==> src/rtl/phy_pkg.sv <==
// phy_pkg: shared constants for the USB full-speed PHY receive path.
//   - Line-state encodings of the registered {D+, D-} pair (J/K/SE0/SE1).
//   - Receive FSM state codes.
//   - Bit-stuffing run length and byte width.
package phy_pkg;

    localparam int STUFF_LEN = 6;
    localparam int BYTE_W    = 8;

    // {d0, d1} = {D+, D-}
    typedef logic [1:0] line_t;
    localparam line_t LINE_SE0 = 2'b00;
    localparam line_t LINE_K   = 2'b01;
    localparam line_t LINE_J   = 2'b10;
    localparam line_t LINE_SE1 = 2'b11;

    typedef logic [2:0] rx_state_t;
    localparam rx_state_t ST_IDLE     = 3'd0;
    localparam rx_state_t ST_SYNC     = 3'd1;
    localparam rx_state_t ST_DATA     = 3'd2;
    localparam rx_state_t ST_ERR      = 3'd3;
    localparam rx_state_t ST_EOP_WAIT = 3'd4;

endpackage

==> src/rtl/phy_rx_if.sv <==
// phy_rx_if: byte-level receive interface from the PHY to the link/SIE layer.
//   rx_active : high from SYNC accept until EOP/error recovery completes
//   rx_valid  : one-cycle pulse, rx_data valid
//   rx_sop    : first byte of packet (qualified by rx_valid)
//   rx_eop    : last byte of packet (qualified by rx_valid)
//   rx_data   : received byte, bit0 = first bit on the wire
//   rx_err    : one-cycle pulse, stuff error or non-byte-aligned EOP
// Modports: master = PHY (drives), slave = consumer.
interface phy_rx_if;
    import phy_pkg::*;

    logic              rx_active;
    logic              rx_valid;
    logic              rx_sop;
    logic              rx_eop;
    logic [BYTE_W-1:0] rx_data;
    logic              rx_err;

    modport master (
        output rx_active, rx_valid, rx_sop, rx_eop, rx_data, rx_err
    );

    modport slave (
        input rx_active, rx_valid, rx_sop, rx_eop, rx_data, rx_err
    );

endinterface

==> src/rtl/phy_rx_bit_sync.sv <==
// phy_rx_bit_sync: line input conditioning and bit recovery.
//   Registers the {D+, D-} pair (optionally through a 2-flop synchronizer when
//   RX_SYNC_FF_EN is defined), runs a phase counter that realigns on every
//   line-state change, raises bit_strobe mid-bit and NRZI-decodes the sample.
// Ports:
//   clk, rst      : clock, synchronous active-high reset
//   r_d0, r_d1    : raw line D+ / D-
//   rx_bit        : NRZI-decoded bit (valid while bit_strobe is high)
//   bit_strobe    : one-cycle sample strobe
//   line_state    : registered line state
module phy_rx_bit_sync
    import phy_pkg::*;
#(
    parameter int CLK_PER_BIT = 4
) (
    input  logic  clk,
    input  logic  rst,
    input  logic  r_d0,
    input  logic  r_d1,
    output logic  rx_bit,
    output logic  bit_strobe,
    output line_t line_state
);

    localparam int PW = $clog2(CLK_PER_BIT);

    line_t          line_in;
    line_t          line_reg;
    line_t          prev_reg;
    logic [PW-1:0]  phase_reg;

`ifdef RX_SYNC_FF_EN
    line_t meta_reg;
    line_t sync_reg;

    always_ff @(posedge clk) begin
        if (rst) begin
            meta_reg <= LINE_J;
            sync_reg <= LINE_J;
        end else begin
            meta_reg <= {r_d0, r_d1};
            sync_reg <= meta_reg;
        end
    end

    assign line_in = sync_reg;
`else
    assign line_in = {r_d0, r_d1};
`endif

    always_ff @(posedge clk) begin
        if (rst) begin
            line_reg  <= LINE_J;
            prev_reg  <= LINE_J;
            phase_reg <= '0;
        end else begin
            line_reg <= line_in;
            // Phase 0 is the first cycle a new line state is visible in line_reg.
            if (line_in != line_reg) begin
                phase_reg <= '0;
            end else if (phase_reg == PW'(CLK_PER_BIT - 1)) begin
                phase_reg <= '0;
            end else begin
                phase_reg <= phase_reg + PW'(1);
            end
            if (bit_strobe) begin
                prev_reg <= line_reg;
            end
        end
    end

    assign bit_strobe = (phase_reg == PW'(CLK_PER_BIT / 2));
    // NRZI: no transition = 1, transition = 0.
    assign rx_bit     = (line_reg == prev_reg);
    assign line_state = line_reg;

endmodule

==> src/rtl/phy_rx.sv <==
// phy_rx: USB 1.1 full-speed PHY receive path.
//   SYNC detection, bit de-stuffing, LSB-first byte assembly and a one-byte
//   hold register so the last byte of a packet can be tagged with rx_eop.
//   Optional macro RX_SYNC_FF_EN adds a 2-flop input synchronizer (+2 cycles).
// Ports:
//   clk, rst   : clock, synchronous active-high reset
//   r_d0, r_d1 : line D+ / D-
//   rx         : phy_rx_if.master byte interface (active/valid/sop/eop/data/err)
module phy_rx
    import phy_pkg::*;
#(
    parameter int CLK_PER_BIT    = 4,
    parameter int SYNC_MIN_ZEROS = 6
) (
    input  logic      clk,
    input  logic      rst,
    input  logic      r_d0,
    input  logic      r_d1,
    phy_rx_if.master  rx
);

    logic  rx_bit;
    logic  bit_strobe;
    line_t line_state;

    phy_rx_bit_sync #(
        .CLK_PER_BIT (CLK_PER_BIT)
    ) u_bit_sync (
        .clk        (clk),
        .rst        (rst),
        .r_d0       (r_d0),
        .r_d1       (r_d1),
        .rx_bit     (rx_bit),
        .bit_strobe (bit_strobe),
        .line_state (line_state)
    );

    rx_state_t         state_reg,      state_next;
    logic [7:0]        zero_cnt_reg,   zero_cnt_next;
    logic [2:0]        ones_cnt_reg,   ones_cnt_next;
    logic [2:0]        bit_cnt_reg,    bit_cnt_next;
    logic [BYTE_W-1:0] shift_reg,      shift_next;
    logic [BYTE_W-1:0] hold_reg,       hold_next;
    logic              hold_valid_reg, hold_valid_next;
    logic              first_reg,      first_next;
    logic              se0_seen_reg,   se0_seen_next;
    logic              active_reg,     active_next;
    logic              valid_reg,      valid_next;
    logic              sop_reg,        sop_next;
    logic              eop_reg,        eop_next;
    logic              err_reg,        err_next;
    logic [BYTE_W-1:0] data_reg,       data_next;
    logic [BYTE_W-1:0] new_byte;

    assign new_byte = {rx_bit, shift_reg[BYTE_W-1:1]};

    always_comb begin
        state_next      = state_reg;
        zero_cnt_next   = zero_cnt_reg;
        ones_cnt_next   = ones_cnt_reg;
        bit_cnt_next    = bit_cnt_reg;
        shift_next      = shift_reg;
        hold_next       = hold_reg;
        hold_valid_next = hold_valid_reg;
        first_next      = first_reg;
        se0_seen_next   = se0_seen_reg;
        active_next     = active_reg;
        valid_next      = 1'b0;
        sop_next        = 1'b0;
        eop_next        = 1'b0;
        err_next        = 1'b0;
        data_next       = data_reg;

        if (bit_strobe) begin
            case (state_reg)
                ST_IDLE: begin
                    // The first K after idle J is itself a decoded 0 of SYNC.
                    if (line_state == LINE_K) begin
                        state_next    = ST_SYNC;
                        zero_cnt_next = 8'd1;
                    end
                end

                ST_SYNC: begin
                    if (line_state == LINE_SE0 || line_state == LINE_SE1) begin
                        state_next = ST_IDLE;
                    end else if (!rx_bit) begin
                        if (zero_cnt_reg != 8'hFF) begin
                            zero_cnt_next = zero_cnt_reg + 8'd1;
                        end
                    end else if (zero_cnt_reg >= 8'(SYNC_MIN_ZEROS)) begin
                        state_next      = ST_DATA;
                        active_next     = 1'b1;
                        ones_cnt_next   = 3'd1;   // SYNC's final 1 starts the stuff run
                        bit_cnt_next    = 3'd0;
                        hold_valid_next = 1'b0;
                        first_next      = 1'b1;
                    end else begin
                        state_next = ST_IDLE;
                    end
                end

                ST_DATA: begin
                    if (line_state == LINE_SE0) begin
                        if (hold_valid_reg) begin
                            valid_next = 1'b1;
                            data_next  = hold_reg;
                            sop_next   = first_reg;
                            eop_next   = 1'b1;
                        end
                        // EOP in the middle of a byte: partial bits are lost.
                        if (bit_cnt_reg != 3'd0) begin
                            err_next = 1'b1;
                        end
                        hold_valid_next = 1'b0;
                        state_next      = ST_EOP_WAIT;
                    end else if (line_state == LINE_SE1 ||
                                 (ones_cnt_reg == 3'(STUFF_LEN) && rx_bit)) begin
                        state_next      = ST_ERR;
                        err_next        = 1'b1;
                        hold_valid_next = 1'b0;
                        se0_seen_next   = 1'b0;
                    end else if (ones_cnt_reg == 3'(STUFF_LEN)) begin
                        // Stuffed 0: drop it, restart the run.
                        ones_cnt_next = 3'd0;
                    end else begin
                        shift_next    = new_byte;
                        ones_cnt_next = rx_bit ? ones_cnt_reg + 3'd1 : 3'd0;
                        bit_cnt_next  = bit_cnt_reg + 3'd1;
                        if (bit_cnt_reg == 3'(BYTE_W - 1)) begin
                            // Byte complete: release the previously held one.
                            if (hold_valid_reg) begin
                                valid_next = 1'b1;
                                data_next  = hold_reg;
                                sop_next   = first_reg;
                                first_next = 1'b0;
                            end
                            hold_next       = new_byte;
                            hold_valid_next = 1'b1;
                        end
                    end
                end

                ST_ERR: begin
                    if (line_state == LINE_SE0) begin
                        se0_seen_next = 1'b1;
                    end else if (se0_seen_reg && line_state == LINE_J) begin
                        state_next  = ST_IDLE;
                        active_next = 1'b0;
                    end
                end

                ST_EOP_WAIT: begin
                    if (line_state == LINE_J) begin
                        state_next  = ST_IDLE;
                        active_next = 1'b0;
                    end
                end

                default: begin
                    state_next  = ST_IDLE;
                    active_next = 1'b0;
                end
            endcase
        end
    end

    always_ff @(posedge clk) begin
        if (rst) begin
            state_reg      <= ST_IDLE;
            zero_cnt_reg   <= '0;
            ones_cnt_reg   <= '0;
            bit_cnt_reg    <= '0;
            shift_reg      <= '0;
            hold_reg       <= '0;
            hold_valid_reg <= 1'b0;
            first_reg      <= 1'b0;
            se0_seen_reg   <= 1'b0;
            active_reg     <= 1'b0;
            valid_reg      <= 1'b0;
            sop_reg        <= 1'b0;
            eop_reg        <= 1'b0;
            err_reg        <= 1'b0;
            data_reg       <= '0;
        end else begin
            state_reg      <= state_next;
            zero_cnt_reg   <= zero_cnt_next;
            ones_cnt_reg   <= ones_cnt_next;
            bit_cnt_reg    <= bit_cnt_next;
            shift_reg      <= shift_next;
            hold_reg       <= hold_next;
            hold_valid_reg <= hold_valid_next;
            first_reg      <= first_next;
            se0_seen_reg   <= se0_seen_next;
            active_reg     <= active_next;
            valid_reg      <= valid_next;
            sop_reg        <= sop_next;
            eop_reg        <= eop_next;
            err_reg        <= err_next;
            data_reg       <= data_next;
        end
    end

    assign rx.rx_active = active_reg;
    assign rx.rx_valid  = valid_reg;
    assign rx.rx_sop    = sop_reg;
    assign rx.rx_eop    = eop_reg;
    assign rx.rx_err    = err_reg;
    assign rx.rx_data   = data_reg;

endmodule

==> src/flat_wrapper.sv <==
// flat-port wrapper written by rule: the top's interface ports become plain ports
module phy_rx_flat import phy_pkg::*;
#(
    parameter int CLK_PER_BIT    = 4,
    parameter int SYNC_MIN_ZEROS = 6
)
  (clk, rst, r_d0, r_d1, rx_rx_active, rx_rx_valid, rx_rx_sop, rx_rx_eop, rx_rx_data, rx_rx_err);
  phy_rx_if rx_i ();
  input  logic clk;
  input  logic rst;
  input  logic r_d0;
  input  logic r_d1;
  output wire logic [$bits(rx_i.rx_active)-1:0] rx_rx_active;
  output wire logic [$bits(rx_i.rx_valid)-1:0] rx_rx_valid;
  output wire logic [$bits(rx_i.rx_sop)-1:0] rx_rx_sop;
  output wire logic [$bits(rx_i.rx_eop)-1:0] rx_rx_eop;
  output wire logic [$bits(rx_i.rx_data)-1:0] rx_rx_data;
  output wire logic [$bits(rx_i.rx_err)-1:0] rx_rx_err;
  assign rx_rx_active = rx_i.rx_active;
  assign rx_rx_valid = rx_i.rx_valid;
  assign rx_rx_sop = rx_i.rx_sop;
  assign rx_rx_eop = rx_i.rx_eop;
  assign rx_rx_data = rx_i.rx_data;
  assign rx_rx_err = rx_i.rx_err;
  phy_rx #(.CLK_PER_BIT(CLK_PER_BIT), .SYNC_MIN_ZEROS(SYNC_MIN_ZEROS)) u_core (.clk(clk), .rst(rst), .r_d0(r_d0), .r_d1(r_d1), .rx(rx_i));
endmodule
==> config.mk <==
export PLATFORM = sky130hd
export DESIGN_NAME = phy_rx_flat
export DESIGN_NICKNAME = d
export VERILOG_FILES = /design/src/rtl/phy_pkg.sv /design/src/rtl/phy_rx_if.sv /design/src/rtl/phy_rx_bit_sync.sv /design/src/rtl/phy_rx.sv /design/src/flat_wrapper.sv
export SDC_FILE = /design/constraint.sdc
export NUM_CORES = 1
export LEC_CHECK = 0
export CAP_MARGIN = 20
export CORE_MARGIN = 2
export CORE_UTILIZATION = 60
export CTS_BUF_LIST = sky130_fd_sc_hd__clkbuf_2
export CTS_CLUSTER_DIAMETER = 120
export DETAILED_ROUTE_END_ITERATION = 12
export MAX_ROUTING_LAYER = met4
export PLACE_DENSITY = 0.81
export SETUP_SLACK_MARGIN = 0.1
export SYNTH_ARGS = -nofsm -noshare
export SYNTH_HDL_FRONTEND = slang
export SYNTH_HIERARCHICAL = 1
export SYNTH_SLANG_ARGS = --single-unit
==> constraint.sdc <==
create_clock -name clk -period 3.57 [get_ports clk]
set_input_delay 0.714 -clock clk [delete_from_list [all_inputs] [get_ports clk]]
set_output_delay 0.714 -clock clk [all_outputs]
set_load 0.01 [all_outputs]
==> results of run 1 <==
==> final cells by class <==
class / count / area (µm²)
Tap cell: 52 / 65.1
Timing Repair Buffer: 19 / 183
Multi-Input combinational cell: 208 / 1440
Fill cell: 391 / 1410
Sequential cell: 54 / 1080
Inverter: 9 / 33.8
Clock inverter: 3 / 28.8
Clock buffer: 5 / 25.0
==> layer usage <==
metal  GRT usage [%]  wire length (µm)  vias to the layer above
met2            34.5              2240                       41
met4            7.91                57                        0
met5               -                 0                        -
met3            4.04               189                        5
li1                -                 -                     1039
met1            29.1              2370                      967
==> per-stage QoR <==
stage | instances | area, µm² | hold WS, ps
after detailed placement | 342 | 2800 | 457
final | 350 | 2860 | 481
after global routing | 350 | 2860 | 523
after CTS | 350 | 2860 | 485
after floorplan | 284 | 2610 | 424
after global placement | 342 | 2800 | 450
==> report_power, final <==
part	total (mW)	leakage [nW]	switching, mW	internal [mW]
clock network	0.272	0.0355	0.214	0.0585
registers	0.612	0.435	0.00350	0.608
logic	0.0482	0.615	0.0309	0.0172
total	0.932	1.09	0.248	0.684
==> cell families after synthesis <==
group                      share of synthesized area, %
muxes                                              7.28
xor gates and xnor gates                           3.35
adders and majority gates                          6.22
buffers and inverters                              3.59
and+or+nand+nor                                    25.2
DFF                                                41.4
AOI/OAI and AO/OA                                  13.0
==> layout by cell type, fill, tap and decap left out, drive strengths merged, types with 2 or more instances in the layout <==
master	count
a31o	3
a211o	2
clkbuf	5
clkdlybuf4s50	16
ha	13
or3	5
nand3b	3
nand4	3
nand2	23
dfxtp	54
nor3b	2
buf	3
a221oi	2
inv	11
nor3	4
nor4	2
nand4b	3
mux2i	19
nand3	17
a211oi	3
o21ai	5
and2	3
a311oi	3
a21oi	13
nand2b	2
nor2	40
xor2	9
o41ai	2
nor2b	2
o31ai	3
and3	5
==> worst max-delay path: cells and delay by family, from the launching register on <==
family	cells	cell delay, ps
and+or+nand+nor	2	600
AOI/OAI and AO/OA	3	590
DFF	1	530
adders and majority gates	1	380
buffers and inverters	2	320
==> Yosys cell counts, drive strengths merged, types with 2 or more instances <==
cell    instances  area, µm²
or3             5       36.3
nor3b           2       20.0
nor2           40        150
o41ai           2       36.3
a311oi          3       32.5
mux2i          19        190
a31o            3       26.3
nor2b           2       12.5
nand4b          3       26.3
buf             7       37.5
a211o           2       18.8
and2            3       18.8
clkbuf          6       22.5
nand2b          2       12.5
nor3            4       35.0
nand3          17       90.1
ha             13        163
dfxtp          54       1080
nand3b          3       22.5
nand4           3       18.8
a221oi          2       23.8
a21oi          13       65.1
o31ai           3       22.5
a211oi          3       22.5
xor2            9       78.8
nor4            2       27.5
o21ai           5       25.0
nand2          23       86.3
inv             9       33.8
and3            5       31.3
==> how the worst max path moves through the flow <==
stage,endpoint,depth (start not counted)
final,u_core/bit_cnt_reg[1],8
after global routing,u_core/bit_cnt_reg[1],8
after CTS,u_core/bit_cnt_reg[1],8
after detailed placement,u_core/bit_cnt_reg[1],8
after global placement,u_core/bit_cnt_reg[1],8
after floorplan,u_core/bit_cnt_reg[1],7
==> qor.txt, run 1 <==
Crit Path Category = flip-flop to flip-flop
Clk sink count = 54
Unrepaired setup endpoints after global routing = no
Final Hold Vio Count = 0
DR iter-0 viols = 111
EDFF count, synth = 0
Initial Util = 61.3%
Count of pins over their slew limit = 0
Highest clock rate = 400 MHz
Minimum clock period = 2500 ps
P&R area growth vs syn = 9.24%
Worst-margin pin slew = 1050 ps
Clock Path Buffers = 2
Final Power = 0.932 mW
Largest stage delay, worst path = 530 ps
Syn avg cell area = 9.20 µm²
Flop-to-flop setup slack = 1070 ps
Synth Net Count = 301
Die span in x = 70 µm
Synth warn = 6
Register area share after synthesis = 41.4%
Post-synthesis cell type count = 59
Worst Setup Slack, final = 1070 ps
DPL Wire Length = 3460 µm
Hold Crit Class = flip-flop to flip-flop
Vias in the first global route = 1887
Data required, critical path = 3960 ps
DRC = 0
Critical Path AT = 2890 ps
WHS Path Cells = 2
Vias per cell = 5.86
Root Driver = clkbuf_2
Routed wire per std cell = 13.9 µm
Synth async-reset ratio = 0%
Die height = 70 µm
Hold Path End = u_core/shift_reg[1]
Worst setup path start = u_core/u_bit_sync/line_state[0]
Worst Reg-to-Reg Cells = 8
Gr ovfl total = 0
Vias = 2052
Pre-CTS setup slack = 1130 ps
Crit-path cells = inv_1 > ha_1 > a211oi_1 > buf_4 > nand3b_1 > a21o_1 > or4_1 > o31ai_1
Crit Path Max Fanout = 14
# diodes = 0
Max-Cap Viols = 0
# setup viols final = 0
First-pass GRT wire length = 8650 µm
Hold Crit Start = u_core/shift_reg[1]
RR Startpoint = u_core/u_bit_sync/line_state[0]
Slowest CP cell = dfxtp_1
Most used DFF post-synth = dfxtp_1
Die area = 4900 µm²
Core area = 4260 µm²
Total power divided by cell area = 326 nW/µm²
Setup Buffers After CTS = 0
Ports = 17
Clock buffer count from CTS = 5
VDD IR max = 0.176 mV
Number of synthesized register bits = 54
Worst-path clk slew = 300 ps
CTS tree = built
Nets@finish = 314
Post-Syn Area = 2610 µm²
Pin count of the biggest net entering global routing = 33
Startpoint Class = flip-flop
Antenna viol nets, final = 0
Share of layout cells above drive strength 1 = 8.72%
Htree depth = 2
Post_cts resized = 0
Syn Inst Count = 284
Initial antenna violation count = 0
Leakage = 1.09 nW
Reg-to-reg endpoint = u_core/bit_cnt_reg[1]
Clk_skew = 24.7 ps
Initial DRT Pass Iterations = 4
DRT Wirelength = 4860 µm
PortBufs = 16
Util after Layout = 67.0%
TNS Setup = 0 ps
Fin crit share = 70.0%
Gpl congestion = 0.815
GR Util All Layers = 22.2%
Cell row count = 24
Clk_lat worst skew = 470 ps
Worst Setup End Kind = flip-flop
Hold buffer count at CTS = 0
Outcome = finished, final reports clean
Max_slew headroom = 29.2%
(Power assumes the default switching activity.)
==> inputs of run 2 (changes only) <==
==> constraint.sdc (replaced) <==
create_clock -name clk -period 2.5 [get_ports clk]
set_input_delay 0.5 -clock clk [delete_from_list [all_inputs] [get_ports clk]]
set_output_delay 0.5 -clock clk [all_outputs]
set_load 0.01 [all_outputs]
==> qor.txt, run 2 (synthesis results as in run 1) <==
Data required, critical path = 2870 ps (was 3960 ps)
Crit Path Category = flip-flop to flip-flop (unchanged)
Die height = 70 µm (unchanged)
P&R area growth vs syn = 11.5% (was 9.24%)
Hold Crit Class = flip-flop to flip-flop (unchanged)
Vias per cell = 5.76 (was 5.86)
Die span in x = 70 µm (unchanged)
Reg-to-reg endpoint = u_core/ones_cnt_reg[0] (was u_core/bit_cnt_reg[1])
Vias = 2044 (was 2052)
Share of layout cells above drive strength 1 = 10.6% (was 8.72%)
Unrepaired setup endpoints after global routing = no (unchanged)
Crit Path Max Fanout = 8 (was 14)
Footprint of the multi-input gates = 1440 µm² (about the same)
Hold Crit Start = u_core/shift_reg[1] (unchanged)
Count of pins over their slew limit = 0 (unchanged)
RR Startpoint = u_core/u_bit_sync/line_state[1] (was u_core/u_bit_sync/line_state[0])
Cell row count = 24 (unchanged)
Routed wire per std cell = 14.0 µm (was 13.9 µm)
Gpl congestion = 0.872 (was 0.815)
Hold buffer count at CTS = 0 (unchanged)
DRT Wirelength = 4960 µm (was 4860 µm)
Nets@finish = 319 (was 314)
GR Util All Layers = 22.9% (was 22.2%)
# setup viols final = 0 (unchanged)
# diodes = 0 (unchanged)
Leakage = 1.12 nW (was 1.09 nW)
Worst-path clk slew = 270 ps (was 300 ps)
DPL Wire Length = 3560 µm (was 3460 µm)
Clock buffer count from CTS = 5 (unchanged)
Gr ovfl total = 0 (unchanged)
Clk_skew = 34.1 ps (was 24.7 ps)
Worst Setup Slack, final = 363 ps (was 1070 ps)
Initial antenna violation count = 0 (unchanged)
First-pass GRT wire length = 8870 µm (was 8650 µm)
TNS Setup = 0 ps (unchanged)
Clk_lat worst skew = 460 ps (was 470 ps)
Startpoint Class = flip-flop (unchanged)
Pre-CTS setup slack = 310 ps (was 1130 ps)
Vias in the first global route = 1969 (was 1887)
DRC = 0 (unchanged)
Setup Buffers After CTS = 0 (unchanged)
Non-filler instance count after layout = 355 (was 350)
DR iter-0 viols = 89 (was 111)
Core area = 4260 µm² (unchanged)
Post_cts resized = 0 (unchanged)
Root Driver = clkbuf_2 (unchanged)
Hold Path End = u_core/shift_reg[1] (unchanged)
Initial DRT Pass Iterations = 4 (unchanged)
Critical Path AT = 2510 ps (was 2890 ps)
PortBufs = 16 (unchanged)
WHS Path Cells = 2 (unchanged)
Commonest non-fill, non-tap cell in the layout = dfxtp_1 (unchanged)
Outcome = finished, final reports clean (unchanged)
Total power divided by cell area = 483 nW/µm² (was 326 nW/µm²)
Worst Reg-to-Reg Cells = 7 (was 8)
Pin count of the biggest net entering global routing = 28 (was 33)
CTS tree = built (unchanged)
Most frequent cells in the layout = 54 x dfxtp_1, 39 x nor2_1, 23 x nand2_1 (was 54 x dfxtp_1, 40 x nor2_1, 23 x nand2_1)
Flop-to-flop setup slack = 360 ps (was 1070 ps)
Max_slew headroom = 58.2% (was 29.2%)
Clk sink count = 54 (unchanged)
Ports = 17 (unchanged)
Final Power = 1.41 mW (was 0.932 mW)
VDD IR max = 0.269 mV (was 0.176 mV)
Fin crit share = 85.5% (was 70.0%)
Minimum clock period = 2140 ps (was 2500 ps)
Max-Cap Viols = 0 (unchanged)
Initial Util = 61.3% (unchanged)
Clock Path Buffers = 2 (unchanged)
Dpl cells = 347 (was 342)
Fill cells = 374 (was 391)
Die area = 4900 µm² (unchanged)
Worst-margin pin slew = 627 ps (was 1050 ps)
Highest clock rate = 468 MHz (was 400 MHz)
Htree depth = 2 (unchanged)
Final Hold Vio Count = 0 (unchanged)
Worst Setup End Kind = flip-flop (unchanged)
Antenna viol nets, final = 0 (unchanged)
Reg area = 1080 µm² (unchanged)
Util after Layout = 68.3% (was 67.0%)
## run 2: cell count changes in the layout (fill, tap and decap cells not counted), sizes merged
cell and change:
inv -1, buf +5, bufinv +1
## run 2: report_power, final
part	switching, mW	internal (mW)	leakage [nW]
sequential	0.00484	0.868	0.435
combinational	0.0461	0.0278	0.641
clock	0.284	0.175	0.0436
## run 2: worst max-delay path by stage
stage	from	to	slack [ps]	depth (start not counted)
after global routing	u_core/u_bit_sync/line_state[1]	u_core/ones_cnt_reg[0]	200	7
after global placement	u_core/u_bit_sync/line_state[0]	u_core/ones_cnt_reg[0]	330	7
after CTS	u_core/u_bit_sync/line_state[0]	u_core/ones_cnt_reg[0]	250	7
after detailed placement	u_core/u_bit_sync/line_state[0]	u_core/ones_cnt_reg[0]	310	7
after floorplan	u_core/u_bit_sync/line_state[0]	u_core/bit_cnt_reg[1]	570	7
final	u_core/u_bit_sync/line_state[1]	u_core/ones_cnt_reg[0]	360	7
## run 2: worst max-delay path, cell delays in order, from the launching register on
cell	delay (ps)
dfxtp_1	520
inv_1	100
ha_1	330
nand2_1	60
nand2_1	80
nand3_1	240
or3_4	480
a221oi_2	260
## run 2: final cells by class
cell class / count / area share (%)
Multi-Input combinational cell: 208 / 49.5
Inverter: 9 / 1.16
Sequential cell: 54 / 37.1
Clock buffer: 5 / 0.859
Clock inverter: 3 / 1.63
Tap cell: 52 / 2.23
Timing Repair Buffer: 24 / 7.56
## run 2: layer usage
| metal | vias up | part of all wire (%) | track usage (%) |
|---|---|---|---|
| li1 | 1037 | - | - |
| met1 | 966 | 46 | 28.6 |
| met2 | 36 | 50 | 37.4 |
| met3 | 5 | 3.2 | 4.18 |
| met4 | 0 | 1.1 | 7.91 |
| met5 | - | 0 | - |
## run 2: stage by stage
stage	hold WS [ps]	area [µm²]
finish	490	2910
global route	514	2910
CTS	493	2910
detailed placement	453	2840
global placement	453	2840
floorplan	424	2610
==> RTL change 1: new RTL, config.mk and constraints of run 1 <==
Take the reset off `shift_reg`, `hold_reg` and `data_reg` and load them in a clocked block of their own.
--- a/src/rtl/phy_rx.sv
+++ b/src/rtl/phy_rx.sv
@@ -171,8 +171,6 @@
             zero_cnt_reg   <= '0;
             ones_cnt_reg   <= '0;
             bit_cnt_reg    <= '0;
-            shift_reg      <= '0;
-            hold_reg       <= '0;
             hold_valid_reg <= 1'b0;
             first_reg      <= 1'b0;
             se0_seen_reg   <= 1'b0;
@@ -181,14 +179,11 @@
             sop_reg        <= 1'b0;
             eop_reg        <= 1'b0;
             err_reg        <= 1'b0;
-            data_reg       <= '0;
         end else begin
             state_reg      <= state_next;
             zero_cnt_reg   <= zero_cnt_next;
             ones_cnt_reg   <= ones_cnt_next;
             bit_cnt_reg    <= bit_cnt_next;
-            shift_reg      <= shift_next;
-            hold_reg       <= hold_next;
             hold_valid_reg <= hold_valid_next;
             first_reg      <= first_next;
             se0_seen_reg   <= se0_seen_next;
@@ -197,8 +192,13 @@
             sop_reg        <= sop_next;
             eop_reg        <= eop_next;
             err_reg        <= err_next;
-            data_reg       <= data_next;
         end
+    end
+
+    always_ff @(posedge clk) begin
+        shift_reg <= shift_next;
+        hold_reg  <= hold_next;
+        data_reg  <= data_next;
     end
 
     assign rx.rx_active = active_reg;
Formal check against the unedited RTL: no difference found for any inputs over 4 cycles, from zero or initial values and one cycle with rst high; that may be too few to reach the edited logic, so the function may still have changed.
==> RTL change 1 against run 1 <==
  * Power increased by 2.9%
  * Non-clock buffer count decreased by 1
  * Sequential cell count unchanged
  * Design area down 0.26%
  * Via count shrank 9.0%
  * Count of clock-buffer cells in the layout unchanged
  * Area after synthesis is 0.53% lower
  * Global-route usage is 0.77 points lower
  * Utilization grew 2.7 points
  * Wire length decreased by 0.47%
  * Synthesized cell count decreased by 18%
  * Worst setup slack got worse by 0.10 ns
  * Critical endpoint is now u_core/shift_reg[6]
  * Largest cell class is now flip-flops and latches
  * Clock power fell by 2%
==> RTL change 1: results <==
export IMPL_min_from="u_core/shift_reg[1]"
export IMPL_fmax_mhz=385
export IMPL_p_leak_nw=0.965
export IMPL_cp_max_fo=10
export IMPL_synth_adder_area_share_pct=6.26
export IMPL_whs_path_depth=0
export IMPL_status="completed"
export IMPL_drive_gt1_share_pct=12.0
export IMPL_final_area_sq_um=2850
export IMPL_synth_commonest_cells="dfxtp_1, edfxtp_1, ha_1, nor2_1"
export IMPL_grt_pass1_wl_um=8070
export IMPL_track_usage_pct=21.4
export IMPL_r2r_cells=6
export IMPL_pg_seq_uw=647
export IMPL_n_fill_cell=319
export IMPL_hpwl_um=3420
export IMPL_worstReg2RegEnd="u_core/shift_reg[6]"
export IMPL_grtUsageMet2_pct=31.0
export IMPL_synth_compound_area_share_pct=16.4
export IMPL_skew_ns=0.0151
export IMPL_route_vias_total=1868
export IMPL_rrSetupSlack_ns=0.97
export IMPL_vias_per_cell=6.21
export IMPL_syn_area_per_cell_sq_um=11.2
export IMPL_share_seq_of_total_power_pct=67.4
export IMPL_yosysUniqueCellTypes=62
export IMPL_grt_pass1_vias=1708
export IMPL_p_comb_uw=45.0
export IMPL_wl_per_cell_um=16.1
## RTL change 1: cell types whose count changed after synthesis, sizes merged, moves of 4 or more
cell / change
a311oi: +4
buf: -4
dfxtp: -23
edfxtp: +23
mux2i: -13
nand2: -11
nand3: -7
nor2: -27
xor2: -5
## RTL change 1: layout make-up
cell class | count | area share [%]
Inverter | 12 | 1.58
Sequential cell | 54 | 46.0
Tap cell | 50 | 2.20
Timing Repair Buffer | 18 | 6.15
Clock buffer | 5 | 0.879
Clock inverter | 3 | 1.01
Multi-Input combinational cell | 159 | 42.1
## RTL change 1: metal layers
metal | wire (um) | vias to the layer above
met1 | 2210 | 874
met4 | 79 | 0
li1 | - | 929
met2 | 2270 | 56
met3 | 274 | 9
met5 | 0 | -
## RTL change 1: cell families after synthesis
| group | Yosys count |
|---|---|
| DFF | 54 |
| xor gates and xnor gates | 4 |
| AOI/OAI and AO/OA | 56 |
| adders and majority gates | 13 |
| and+or+nand+nor | 80 |
| muxes | 6 |
| buffers and inverters | 19 |
==> RTL change 2: new RTL, flow settings as in run 1 <==
Made on the original files. The option `RX_SYNC_FF_EN` is turned on by a define.
--- a/src/rtl/phy_rx_bit_sync.sv
+++ b/src/rtl/phy_rx_bit_sync.sv
@@ -8,6 +8,8 @@
 //   rx_bit        : NRZI-decoded bit (valid while bit_strobe is high)
 //   bit_strobe    : one-cycle sample strobe
 //   line_state    : registered line state
+`define RX_SYNC_FF_EN
+
 module phy_rx_bit_sync
     import phy_pkg::*;
 #(
Formal check against the unedited RTL: no difference found for any inputs over 4 cycles, from zero or initial values and one cycle with rst high; that may be too few to reach the edited logic, so the function may still have changed.
==> RTL change 2 against run 1 <==
  * Area after synthesis increased by 4.2%
  * Utilization increased by 2.3 points
  * Fmax increased by 3.9%
  * Wire length increased by 3.1%
  * First-iteration DRC count increased by 44%
  * Critical path depth unchanged
  * Power increased by 17%
  * Sequential cell count increased by 4
  * Die area increased by 4.0%
  * Worst setup slack improved by 0.093 ns
  * Non-clock buffer count increased by 1
  * Design area increased by 5.6%
  * Largest cell class unchanged
  * Largest power group unchanged
==> RTL change 2: results <==
export IMPL_p_total_mw=1.09
export IMPL_final_area_sq_um=3020
export IMPL_grt_use_met3_pct=6.75
export IMPL_wl_met3_um=196
export IMPL_syn_inst=292
export IMPL_multi_input_area_share_pct=48.7
export IMPL_synth_compound_area_share_pct=12.4
export IMPL_first_iter_violations=160
export IMPL_p_sw_share_pct=23.5
export IMPL_gp_congestion=0.876
export IMPL_status="completed"
export IMPL_synth_mux_area_fraction_pct=6.98
export IMPL_cts_buffers=9
export IMPL_whs_path_depth=1
export IMPL_min_from="u_core/u_bit_sync/meta_reg[1]"
export IMPL_met1_length_um=2360
export IMPL_nFlopsAndLatches=58
export IMPL_wl_met2_um=2370
export IMPL_synthXorXnorAreaFrac_pct=3.22
export IMPL_seq_area_frac_synth_pct=42.6
export IMPL_track_usage_pct=22.8
export IMPL_pwr_share_clk_pct=34.7
export IMPL_fin_hold_ws_ns=0.427
export IMPL_multi_input_cells=212
export IMPL_tightest_slew_ns=0.601
export IMPL_p_leak_nw=1.18
export IMPL_hold_end="u_core/u_bit_sync/line_in[1]"
export IMPL_grt_pass1_wl_um=8850
export IMPL_grt_max_degree=44
export IMPL_place_inst=350
export IMPL_vias_per_cell=5.84
export IMPL_syn_num_nets=309
export IMPL_wl_per_cell_um=13.7
export IMPL_seq_share_pct=38.5
export IMPL_grtUsageMet2_pct=34.3
export IMPL_areaGrowthSynthToFinish_pct=10.7
export IMPL_nonClkBufAreaFrac_pct=6.22
export IMPL_synth_adder_area_share_pct=5.97
export IMPL_grt_pass1_vias=1972
export IMPL_skew_ns=0.0203
-- RTL change 2: cell types whose count changed in the layout (fill, tap and decap cells not counted), moves of 2 or more --
cell      delta
clkbuf_2     +7
dfxtp_1      +4
clkinv_2     +2
and2b_2      +2
or2_2        +2
-- RTL change 2: worst max-delay path: stages (launching register included) --
cell and delay (ns):
dfxtp_1 0.47, inv_1 0.10, ha_1 0.37, a211oi_1 0.26, buf_4 0.21, nand3b_1 0.08, a21o_1 0.23, or4_1 0.50
o31ai_1 0.08
-- RTL change 2: how the worst max path moves through the flow --
stage | endpoint | slack (ns) | cells after the start
6_report | u_core/bit_cnt_reg[1] | 1.17 | 8
3_3_place_gp | u_core/bit_cnt_reg[1] | 1.29 | 8
5_1_grt | u_core/bit_cnt_reg[1] | 0.98 | 8
4_1_cts | u_core/bit_cnt_reg[1] | 1.14 | 8
3_5_place_dp | u_core/bit_cnt_reg[1] | 1.21 | 8
2_1_floorplan | u_core/bit_cnt_reg[1] | 1.64 | 7
